===== config.mk =====
export PLATFORM = sky130hd
export DESIGN_NAME = motor_drive_controller_flat
export DESIGN_NICKNAME = d
export VERILOG_FILES = /design/src/rtl/robot_pkg.sv /design/src/rtl/motor_drive_controller_if.sv /design/src/rtl/motor_pwm_channel.sv /design/src/rtl/motor_drive_controller.sv /design/src/flat_wrapper.sv
export SDC_FILE = /design/constraint.sdc
export NUM_CORES = 1
export LEC_CHECK = 0
export ABC_AREA = 1
export BUFFER_PORTS_ARGS = -buffer_cell sky130_fd_sc_hd__buf_2
export CORE_MARGIN = 5
export CORE_UTILIZATION = 62
export DETAILED_ROUTE_END_ITERATION = 10
export MAX_ROUTING_LAYER = met4
export PLACE_DENSITY = 0.87
export REMOVE_ABC_BUFFERS = 1
export SYNTH_ARGS = -nofsm -noshare
export SYNTH_HDL_FRONTEND = slang
export SYNTH_HIERARCHICAL = 1
export SYNTH_SLANG_ARGS = --single-unit

===== constraint.sdc =====
create_clock -name InputClock -period 9.5 [get_ports InputClock]
set_input_delay 1.425 -clock InputClock [delete_from_list [all_inputs] [get_ports InputClock]]
set_output_delay 1.425 -clock InputClock [all_outputs]
set_load 0.01 [all_outputs]

===== src/rtl/robot_pkg.sv =====
// -----------------------------------------------------------------------------
// robot_pkg
//   Shared definitions for the light-following motor drive controller.
//   Contents:
//     drive_state_e      - FSM state encoding (IDLE=0, SEEK=1, FORWARD=2, STOP=3)
//     DEF_*              - default parameter values for the controller
//     LVL_W / LEVEL_FULL - width and full-scale value of a percent level
//     clamp_duty()       - saturates a raw duty reading to 100 percent
//     ramp_toward()      - one bounded ramp step of a level toward its target
// -----------------------------------------------------------------------------
package robot_pkg;

  typedef enum logic [1:0] {
    ST_IDLE    = 2'd0,
    ST_SEEK    = 2'd1,
    ST_FORWARD = 2'd2,
    ST_STOP    = 2'd3
  } drive_state_e;

  localparam int DEF_TICK_DIV       = 2500;
  localparam int DEF_PWM_PERIOD     = 100;
  localparam int DEF_LOW_THRESH     = 30;
  localparam int DEF_HIGH_THRESH    = 70;
  localparam int DEF_SEEK_LEVEL     = 60;
  localparam int DEF_RAMP_STEP      = 10;
  localparam int DEF_TIMEOUT_FRAMES = 8;

  // Levels, tick counts and frame counts all share one 8-bit width.
  localparam int               LVL_W      = 8;
  localparam logic [LVL_W-1:0] LEVEL_FULL = 8'd100;

  // Readings above full scale are treated as full scale.
  function automatic logic [LVL_W-1:0] clamp_duty(input logic [LVL_W-1:0] raw);
    logic [LVL_W-1:0] res;
    if (raw > LEVEL_FULL) begin
      res = LEVEL_FULL;
    end else begin
      res = raw;
    end
    return res;
  endfunction

  // Move cur toward tgt by at most step; the distance test happens before the
  // add/subtract so the result never passes the target or wraps.
  function automatic logic [LVL_W-1:0] ramp_toward(input logic [LVL_W-1:0] cur,
                                                   input logic [LVL_W-1:0] tgt,
                                                   input logic [LVL_W-1:0] step);
    logic [LVL_W-1:0] nxt;
    if (cur < tgt) begin
      if ((tgt - cur) > step) begin
        nxt = cur + step;
      end else begin
        nxt = tgt;
      end
    end else if (cur > tgt) begin
      if ((cur - tgt) > step) begin
        nxt = cur - step;
      end else begin
        nxt = tgt;
      end
    end else begin
      nxt = cur;
    end
    return nxt;
  endfunction

endpackage


===== src/rtl/motor_drive_controller_if.sv =====
// -----------------------------------------------------------------------------
// motor_drive_controller_if
//   Bundles the sensor input and drive outputs of the motor drive controller.
//   Signals:
//     DutyPercent [7:0] - measured light duty cycle in percent (0-100 nominal)
//     DutyValid         - one-cycle strobe qualifying DutyPercent
//     MotorSignal [1:0] - PWM drive, bit 0 left motor, bit 1 right motor
//     DriveState  [1:0] - current FSM state encoding
//   Modports:
//     master - the sensor side / environment (drives DutyPercent, DutyValid)
//     slave  - the controller (drives MotorSignal, DriveState)
// -----------------------------------------------------------------------------
interface motor_drive_controller_if;
  import robot_pkg::*;

  logic [LVL_W-1:0] DutyPercent;
  logic             DutyValid;
  logic [1:0]       MotorSignal;
  logic [1:0]       DriveState;

  modport master (
    output DutyPercent,
    output DutyValid,
    input  MotorSignal,
    input  DriveState
  );

  modport slave (
    input  DutyPercent,
    input  DutyValid,
    output MotorSignal,
    output DriveState
  );

endinterface


===== src/rtl/motor_pwm_channel.sv =====
// -----------------------------------------------------------------------------
// motor_pwm_channel
//   One motor channel: a ramped level register plus the PWM comparator.
//   The level only moves on a frame strobe, so every frame carries one whole
//   pulse of a single width.
//   Ports:
//     clk        - clock, rising edge
//     rst        - synchronous active-high reset (level and output to 0)
//     frame_i    - one-cycle frame boundary strobe
//     tick_cnt_i - tick counter value that will be current after this edge
//     target_i   - level the ramp is heading for
//     pwm_o      - registered PWM output
// -----------------------------------------------------------------------------
module motor_pwm_channel
  import robot_pkg::*;
#(
  parameter int RAMP_STEP = DEF_RAMP_STEP
) (
  input  logic             clk,
  input  logic             rst,
  input  logic             frame_i,
  input  logic [LVL_W-1:0] tick_cnt_i,
  input  logic [LVL_W-1:0] target_i,
  output logic             pwm_o
);

  localparam logic [LVL_W-1:0] STEP = LVL_W'(RAMP_STEP);

  logic [LVL_W-1:0] level_q;
  logic [LVL_W-1:0] level_d;
  logic             pwm_q;
  logic             pwm_d;

  // Next level and next output; comparing the next tick count against the
  // next level keeps the registered pulse aligned with the frame start.
  always_comb begin
    if (frame_i) begin
      level_d = ramp_toward(level_q, target_i, STEP);
    end else begin
      level_d = level_q;
    end
    pwm_d = (tick_cnt_i < level_d);
  end

  // Level and output registers.
  always_ff @(posedge clk) begin
    if (rst) begin
      level_q <= 8'd0;
      pwm_q   <= 1'b0;
    end else begin
      level_q <= level_d;
      pwm_q   <= pwm_d;
    end
  end

  assign pwm_o = pwm_q;

endmodule


===== src/rtl/motor_drive_controller.sv =====
// -----------------------------------------------------------------------------
// motor_drive_controller
//   Light-following two-motor drive. A duty reading selects a drive state
//   (SEEK spins with the left motor only, FORWARD drives both); a lack of
//   readings for TIMEOUT_FRAMES PWM frames stops the robot. Motor levels ramp
//   toward per-state targets by at most RAMP_STEP per frame.
//   Ports:
//     InputClock - single clock, rising edge
//     Reset      - synchronous active-high reset
//     bus        - slave side of motor_drive_controller_if
//                  (DutyPercent, DutyValid in; MotorSignal, DriveState out)
// -----------------------------------------------------------------------------
module motor_drive_controller
  import robot_pkg::*;
#(
  parameter int TICK_DIV       = DEF_TICK_DIV,
  parameter int PWM_PERIOD     = DEF_PWM_PERIOD,
  parameter int LOW_THRESH     = DEF_LOW_THRESH,
  parameter int HIGH_THRESH    = DEF_HIGH_THRESH,
  parameter int SEEK_LEVEL     = DEF_SEEK_LEVEL,
  parameter int RAMP_STEP      = DEF_RAMP_STEP,
  parameter int TIMEOUT_FRAMES = DEF_TIMEOUT_FRAMES
) (
  input logic                     InputClock,
  input logic                     Reset,
  motor_drive_controller_if.slave bus
);

  // A divide-by-one prescaler still needs a one-bit counter that stays at 0.
  localparam int               PRE_W       = (TICK_DIV > 1) ? $clog2(TICK_DIV) : 1;
  localparam logic [PRE_W-1:0] PRE_LAST    = PRE_W'(TICK_DIV - 1);
  localparam logic [PRE_W-1:0] PRE_ONE     = PRE_W'(1);
  localparam logic [PRE_W-1:0] PRE_ZERO    = PRE_W'(0);
  localparam logic [LVL_W-1:0] PERIOD_LAST = LVL_W'(PWM_PERIOD - 1);
  localparam logic [LVL_W-1:0] LOW_T       = LVL_W'(LOW_THRESH);
  localparam logic [LVL_W-1:0] HIGH_T      = LVL_W'(HIGH_THRESH);
  localparam logic [LVL_W-1:0] SEEK_L      = LVL_W'(SEEK_LEVEL);
  localparam logic [LVL_W-1:0] TO_COUNT    = LVL_W'(TIMEOUT_FRAMES);

  // Input sample stage
  logic             dv_q;
  logic             dv_d;
  logic [LVL_W-1:0] duty_q;
  logic [LVL_W-1:0] duty_d;

  // Timebase
  logic [PRE_W-1:0] pre_cnt_q;
  logic [PRE_W-1:0] pre_cnt_d;
  logic [LVL_W-1:0] tick_cnt_q;
  logic [LVL_W-1:0] tick_cnt_d;
  logic             tick_s;
  logic             frame_s;

  // Drive FSM and frame timeout
  drive_state_e     state_q;
  drive_state_e     state_d;
  logic [LVL_W-1:0] frame_cnt_q;
  logic [LVL_W-1:0] frame_cnt_d;

  // Ramp targets and channel outputs
  logic [LVL_W-1:0] tgt_left_s;
  logic [LVL_W-1:0] tgt_right_s;
  logic             pwm_left_s;
  logic             pwm_right_s;

  // Capture the reading (already clamped) so the FSM acts one edge later.
  always_comb begin
    dv_d   = bus.DutyValid;
    duty_d = clamp_duty(bus.DutyPercent);
  end

  // Prescaler and tick counter; the tick-counter wrap is the frame boundary.
  always_comb begin
    tick_s = (pre_cnt_q == PRE_LAST);
    if (tick_s) begin
      pre_cnt_d = PRE_ZERO;
    end else begin
      pre_cnt_d = pre_cnt_q + PRE_ONE;
    end
    frame_s = tick_s && (tick_cnt_q == PERIOD_LAST);
    if (frame_s) begin
      tick_cnt_d = 8'd0;
    end else if (tick_s) begin
      tick_cnt_d = tick_cnt_q + 8'd1;
    end else begin
      tick_cnt_d = tick_cnt_q;
    end
  end

  // Next state. A sample always wins over a coinciding timeout and restarts
  // the frame count; the count saturates so an idle robot never wraps it.
  always_comb begin
    state_d     = state_q;
    frame_cnt_d = frame_cnt_q;
    if (dv_q) begin
      frame_cnt_d = 8'd0;
      case (state_q)
        ST_FORWARD: begin
          if (duty_q < LOW_T) begin
            state_d = ST_SEEK;
          end else begin
            state_d = ST_FORWARD;
          end
        end
        ST_IDLE, ST_SEEK, ST_STOP: begin
          if (duty_q >= HIGH_T) begin
            state_d = ST_FORWARD;
          end else begin
            state_d = ST_SEEK;
          end
        end
        default: begin
          state_d = ST_IDLE;
        end
      endcase
    end else if (frame_s) begin
      if (frame_cnt_q < TO_COUNT) begin
        frame_cnt_d = frame_cnt_q + 8'd1;
      end else begin
        frame_cnt_d = frame_cnt_q;
      end
      if ((frame_cnt_d == TO_COUNT) &&
          ((state_q == ST_SEEK) || (state_q == ST_FORWARD))) begin
        state_d = ST_STOP;
      end else begin
        state_d = state_q;
      end
    end else begin
      state_d     = state_q;
      frame_cnt_d = frame_cnt_q;
    end
  end

  // Per-state motor targets (left, right).
  always_comb begin
    case (state_q)
      ST_SEEK: begin
        tgt_left_s  = SEEK_L;
        tgt_right_s = 8'd0;
      end
      ST_FORWARD: begin
        tgt_left_s  = LEVEL_FULL;
        tgt_right_s = LEVEL_FULL;
      end
      ST_IDLE, ST_STOP: begin
        tgt_left_s  = 8'd0;
        tgt_right_s = 8'd0;
      end
      default: begin
        tgt_left_s  = 8'd0;
        tgt_right_s = 8'd0;
      end
    endcase
  end

  // Control registers; reset also discards any reading presented with it.
  always_ff @(posedge InputClock) begin
    if (Reset) begin
      dv_q        <= 1'b0;
      duty_q      <= 8'd0;
      pre_cnt_q   <= PRE_ZERO;
      tick_cnt_q  <= 8'd0;
      state_q     <= ST_IDLE;
      frame_cnt_q <= 8'd0;
    end else begin
      dv_q        <= dv_d;
      duty_q      <= duty_d;
      pre_cnt_q   <= pre_cnt_d;
      tick_cnt_q  <= tick_cnt_d;
      state_q     <= state_d;
      frame_cnt_q <= frame_cnt_d;
    end
  end

  motor_pwm_channel #(
    .RAMP_STEP (RAMP_STEP)
  ) u_left (
    .clk        (InputClock),
    .rst        (Reset),
    .frame_i    (frame_s),
    .tick_cnt_i (tick_cnt_d),
    .target_i   (tgt_left_s),
    .pwm_o      (pwm_left_s)
  );

  motor_pwm_channel #(
    .RAMP_STEP (RAMP_STEP)
  ) u_right (
    .clk        (InputClock),
    .rst        (Reset),
    .frame_i    (frame_s),
    .tick_cnt_i (tick_cnt_d),
    .target_i   (tgt_right_s),
    .pwm_o      (pwm_right_s)
  );

  assign bus.MotorSignal = {pwm_right_s, pwm_left_s};
  assign bus.DriveState  = state_q;

endmodule


===== src/flat_wrapper.sv =====
// flat-port wrapper written by rule: the top's interface ports become plain ports
module motor_drive_controller_flat import robot_pkg::*;
#(
  parameter int TICK_DIV       = DEF_TICK_DIV,
  parameter int PWM_PERIOD     = DEF_PWM_PERIOD,
  parameter int LOW_THRESH     = DEF_LOW_THRESH,
  parameter int HIGH_THRESH    = DEF_HIGH_THRESH,
  parameter int SEEK_LEVEL     = DEF_SEEK_LEVEL,
  parameter int RAMP_STEP      = DEF_RAMP_STEP,
  parameter int TIMEOUT_FRAMES = DEF_TIMEOUT_FRAMES
)
  (InputClock, Reset, bus_DutyPercent, bus_DutyValid, bus_MotorSignal, bus_DriveState);
  motor_drive_controller_if bus_i ();
  input logic InputClock;
  input logic Reset;
  input wire logic [$bits(bus_i.DutyPercent)-1:0] bus_DutyPercent;
  input wire logic [$bits(bus_i.DutyValid)-1:0] bus_DutyValid;
  output wire logic [$bits(bus_i.MotorSignal)-1:0] bus_MotorSignal;
  output wire logic [$bits(bus_i.DriveState)-1:0] bus_DriveState;
  assign bus_i.DutyPercent = bus_DutyPercent;
  assign bus_i.DutyValid = bus_DutyValid;
  assign bus_MotorSignal = bus_i.MotorSignal;
  assign bus_DriveState = bus_i.DriveState;
  motor_drive_controller #(.TICK_DIV(TICK_DIV), .PWM_PERIOD(PWM_PERIOD), .LOW_THRESH(LOW_THRESH), .HIGH_THRESH(HIGH_THRESH), .SEEK_LEVEL(SEEK_LEVEL), .RAMP_STEP(RAMP_STEP), .TIMEOUT_FRAMES(TIMEOUT_FRAMES)) u_core (.InputClock(InputClock), .Reset(Reset), .bus(bus_i));
endmodule

==> qor.txt <==
top cell type's share of synthesized area = 20.3%
fin crit period = 3.80 ns
Max Freq = 263 MHz
final hold viol count = 0
clk buf depth = 2
endpoints failing setup = 0
worst clock skew = 0.00740 ns
antenna violations before repair = 0
Cell Chain, Critical Path = inv_1, ha_1, inv_1, ha_1, nand2_1, nor2_1, nor2_1, xor2_1, nand2_1, nor2_1, nand2_2, nor2_2, a22oi_1, a31oi_1, ha_1, nand2_1, inv_1, nand2_1, nand2_1, a21oi_2
detailed-route DRC error count = 0
Slew Limit Headroom = 58.7%
CP required = 9.76 ns
post-DR vias/cell = 5.33
Worst-Margin Slew = 0.619 ns
kind of cell adding the most delay to the critical path = adder cells
CORE AREA = 8720 um^2
FF-to-FF setup slack = 5.70 ns
Clock Sinks = 56
unrepaired setup endpoints after global routing = false
detailed-route wire length = 12.2 mm
Overall Power = 0.520 mW
synth unique cells = 56
critical path depth = 20
run status = finished, final reports clean
Area contributors post-synth = dfxtp_1 (20%), nand2_1 (14%), ha_1 (12%)
Starting Density = 63.3%
Post-synth EDFFs = 0
vias post-DR = 5,219
GR Util met2 = 39.9%
DR WL/cell = 12.4 um
area leader, netlist = dfxtp_1
Num CTS Buffers = 5
Clock Tree Root = clkbuf_8
hold depth = 2
CP max stage delay = 0.54 ns
most common cell after layout, fill and taps aside = nand2_1
Peak VDD IR = 0.112 mV
CTS tree = yes
layout overhead on the synthesized area = 5.53%
hold_buf cts = 0
PortBufs = 14
leading register cell type out of synthesis = dfxtp_1
CP Capture Type = register
final weighted congestion in routability-driven placement = 0.988
Setup TNS = 0 ns
Tot GR Track Use = 23.1%
die area = 10,900 um^2
cell mode on critical path = nand2_1
CTS HTree Levels = 2
Post-CTS Setup Inserts = 0
# IOs = 15
layout cell share with drive strength beyond 1 = 10.8%
worst setup path start = u_core/bus.DriveState[0]
async set or reset register ratio after synthesis = 0%
met1 global-route usage = 29.1%
r2r startpoint = u_core/bus.DriveState[0]
syn_area_per_cell = 6.57 um^2
WS Path Type = register to register
clock latency on the worst-skew pair = 0.31 ns
max cap viols = 0
dpl hpwl = 9.68 mm
CTS resizes = 0
Initial DRC Count = 377
nets@finish = 938
CP Data Arrival Time = 4.06 ns
fin crit share = 40.0%
Cell Area, Synth = 5520 um^2
Die Width = 104 um
crit path to = u_core/u_right/pwm_o
Worst path slowest cell = ha_1
CTS clk-pin slew, worst paths = 0.10 ns
GRT overflow = 0
total of warnings raised by yosys = 6
Critical Path Source Type = register
Routed Antenna Nets = 0
most frequent cells in the layout = nand2_1 (209), inv_1 (133), nor2_1 (80), dfxtp_1 (56), nand3_1 (54)
GR peak layer = met2
number of diodes = 0
sequential share of the synthesized area = 20.3%
Slew Limit Fails = 0
HP Class = register to register
die height = 104 um
R2R depth = 20
row count = 34
Crit Path Max Fanout = 13
TritonRoute pass-1 iters = 5
Gate Count Post-Synth = 841
largest net degree at the start of global routing = 32
Pwr Density = 89.2 nW/um^2
reg2reg end = u_core/u_right/pwm_o
M3 GR Usage = 2.23%
LEAKAGE = 2.86 nW
synthesized flop and latch total = 56
WP buf/inv = 3
vias in the first global route = 4,921
first-pass GRT wire length = 21.3 mm
kinds of logic after synthesis:
group / Yosys count / share of synthesized area, %
compound gates: 114 / 12.9
xor+xnor: 35 / 5.69
fa+ha+maj: 57 / 13.5
buf+inv: 167 / 12.3
flops: 56 / 20.3
other cells: 1 / 0.0679
simple gates: 411 / 35.3
report_power, final:
part	internal, mW	total (mW)	switching [mW]
combinational	0.0394	0.120	0.0811
sequential	0.238	0.240	0.00215
clock	0.0800	0.159	0.0792
total	0.357	0.520	0.162
area by class of cell:
type	instances	area, um^2
repair buffers	14	70.1
clock buffers	5	68.8
flip-flops and latches	56	1120
well taps	108	135
multi-input cells	643	3810
clock inverters	3	46.3
inverters	150	571
fillers	779	2890
state kept, by name, indices dropped and copies added, names as in the netlist:
signal and count:
u_core/pre_cnt_q 12, u_core/frame_cnt_q 8, u_core/tick_cnt_q 8, u_core/u_left/level_q 8, u_core/u_right/level_q 8, u_core/duty_q 7, u_core/bus.DriveState 2, u_core/dv_q 1
u_core/u_left/pwm_o 1, u_core/u_right/pwm_o 1
worst min-delay path by stage:
| stage | slack, ns | start | to |
|---|---|---|---|
| 6_report | 0.44 | u_core/frame_cnt_q[5] | u_core/frame_cnt_q[5] |
| 5_1_grt | 0.46 | u_core/frame_cnt_q[4] | u_core/frame_cnt_q[4] |
| 3_5_place_dp | 0.43 | u_core/frame_cnt_q[4] | u_core/frame_cnt_q[4] |
| 4_1_cts | 0.44 | u_core/frame_cnt_q[4] | u_core/frame_cnt_q[4] |
| 2_1_floorplan | 0.42 | u_core/frame_cnt_q[5] | u_core/frame_cnt_q[5] |
| 3_3_place_gp | 0.43 | u_core/frame_cnt_q[4] | u_core/frame_cnt_q[4] |
Yosys cell counts (3+ instances only):
| cell type | n |
|---|---|
| clkbuf_1 | 8 |
| a221oi_1 | 7 |
| o21ai_2 | 3 |
| nor2_4 | 6 |
| o211ai_1 | 5 |
| buf_4 | 6 |
| nand2_1 | 209 |
| a31oi_1 | 4 |
| fa_1 | 4 |
| nand3_1 | 54 |
| nor2_1 | 80 |
| nor3_1 | 7 |
| a21oi_1 | 35 |
| nand3_4 | 3 |
| nand4_1 | 12 |
| o21ai_0 | 23 |
| xnor2_1 | 11 |
| ha_1 | 53 |
| o21ai_1 | 11 |
| nor2_2 | 12 |
| a22oi_1 | 5 |
| dfxtp_1 | 56 |
| xor2_1 | 23 |
| inv_1 | 133 |
| o22ai_1 | 5 |
| nand2_2 | 9 |
| a21oi_2 | 6 |
| inv_2 | 13 |
| nor3_2 | 4 |
| buf_6 | 3 |
worst min-delay path: cells and delay by family, from the launching register on:
| family | cells | cell delay (ns) |
|---|---|---|
| simple gates | 1 | 0.03 |
| buf+inv | 1 | 0.05 |
| flops | 1 | 0.33 |
metrics by stage:
stage	cells	worst slack [ns]	cell area, um^2	hold slack (ns)	utilization (%)
after floorplan	849	6.26	5510	0.420	-
after global placement	971	5.79	5710	0.427	65.5
after detailed placement	971	5.75	5710	0.430	65.5
after CTS	979	5.71	5830	0.444	66.8
after global routing	979	5.25	5830	0.465	66.8
final	979	5.70	5830	0.442	66.8
metal layers:
metal  up-vias  wire length [um]
met5         -                 0
met2       145              5950
met1      2340              5450
met3        15               603
met4         0               163
li1       2719                 -
Power figures use the tool's default switching activity.
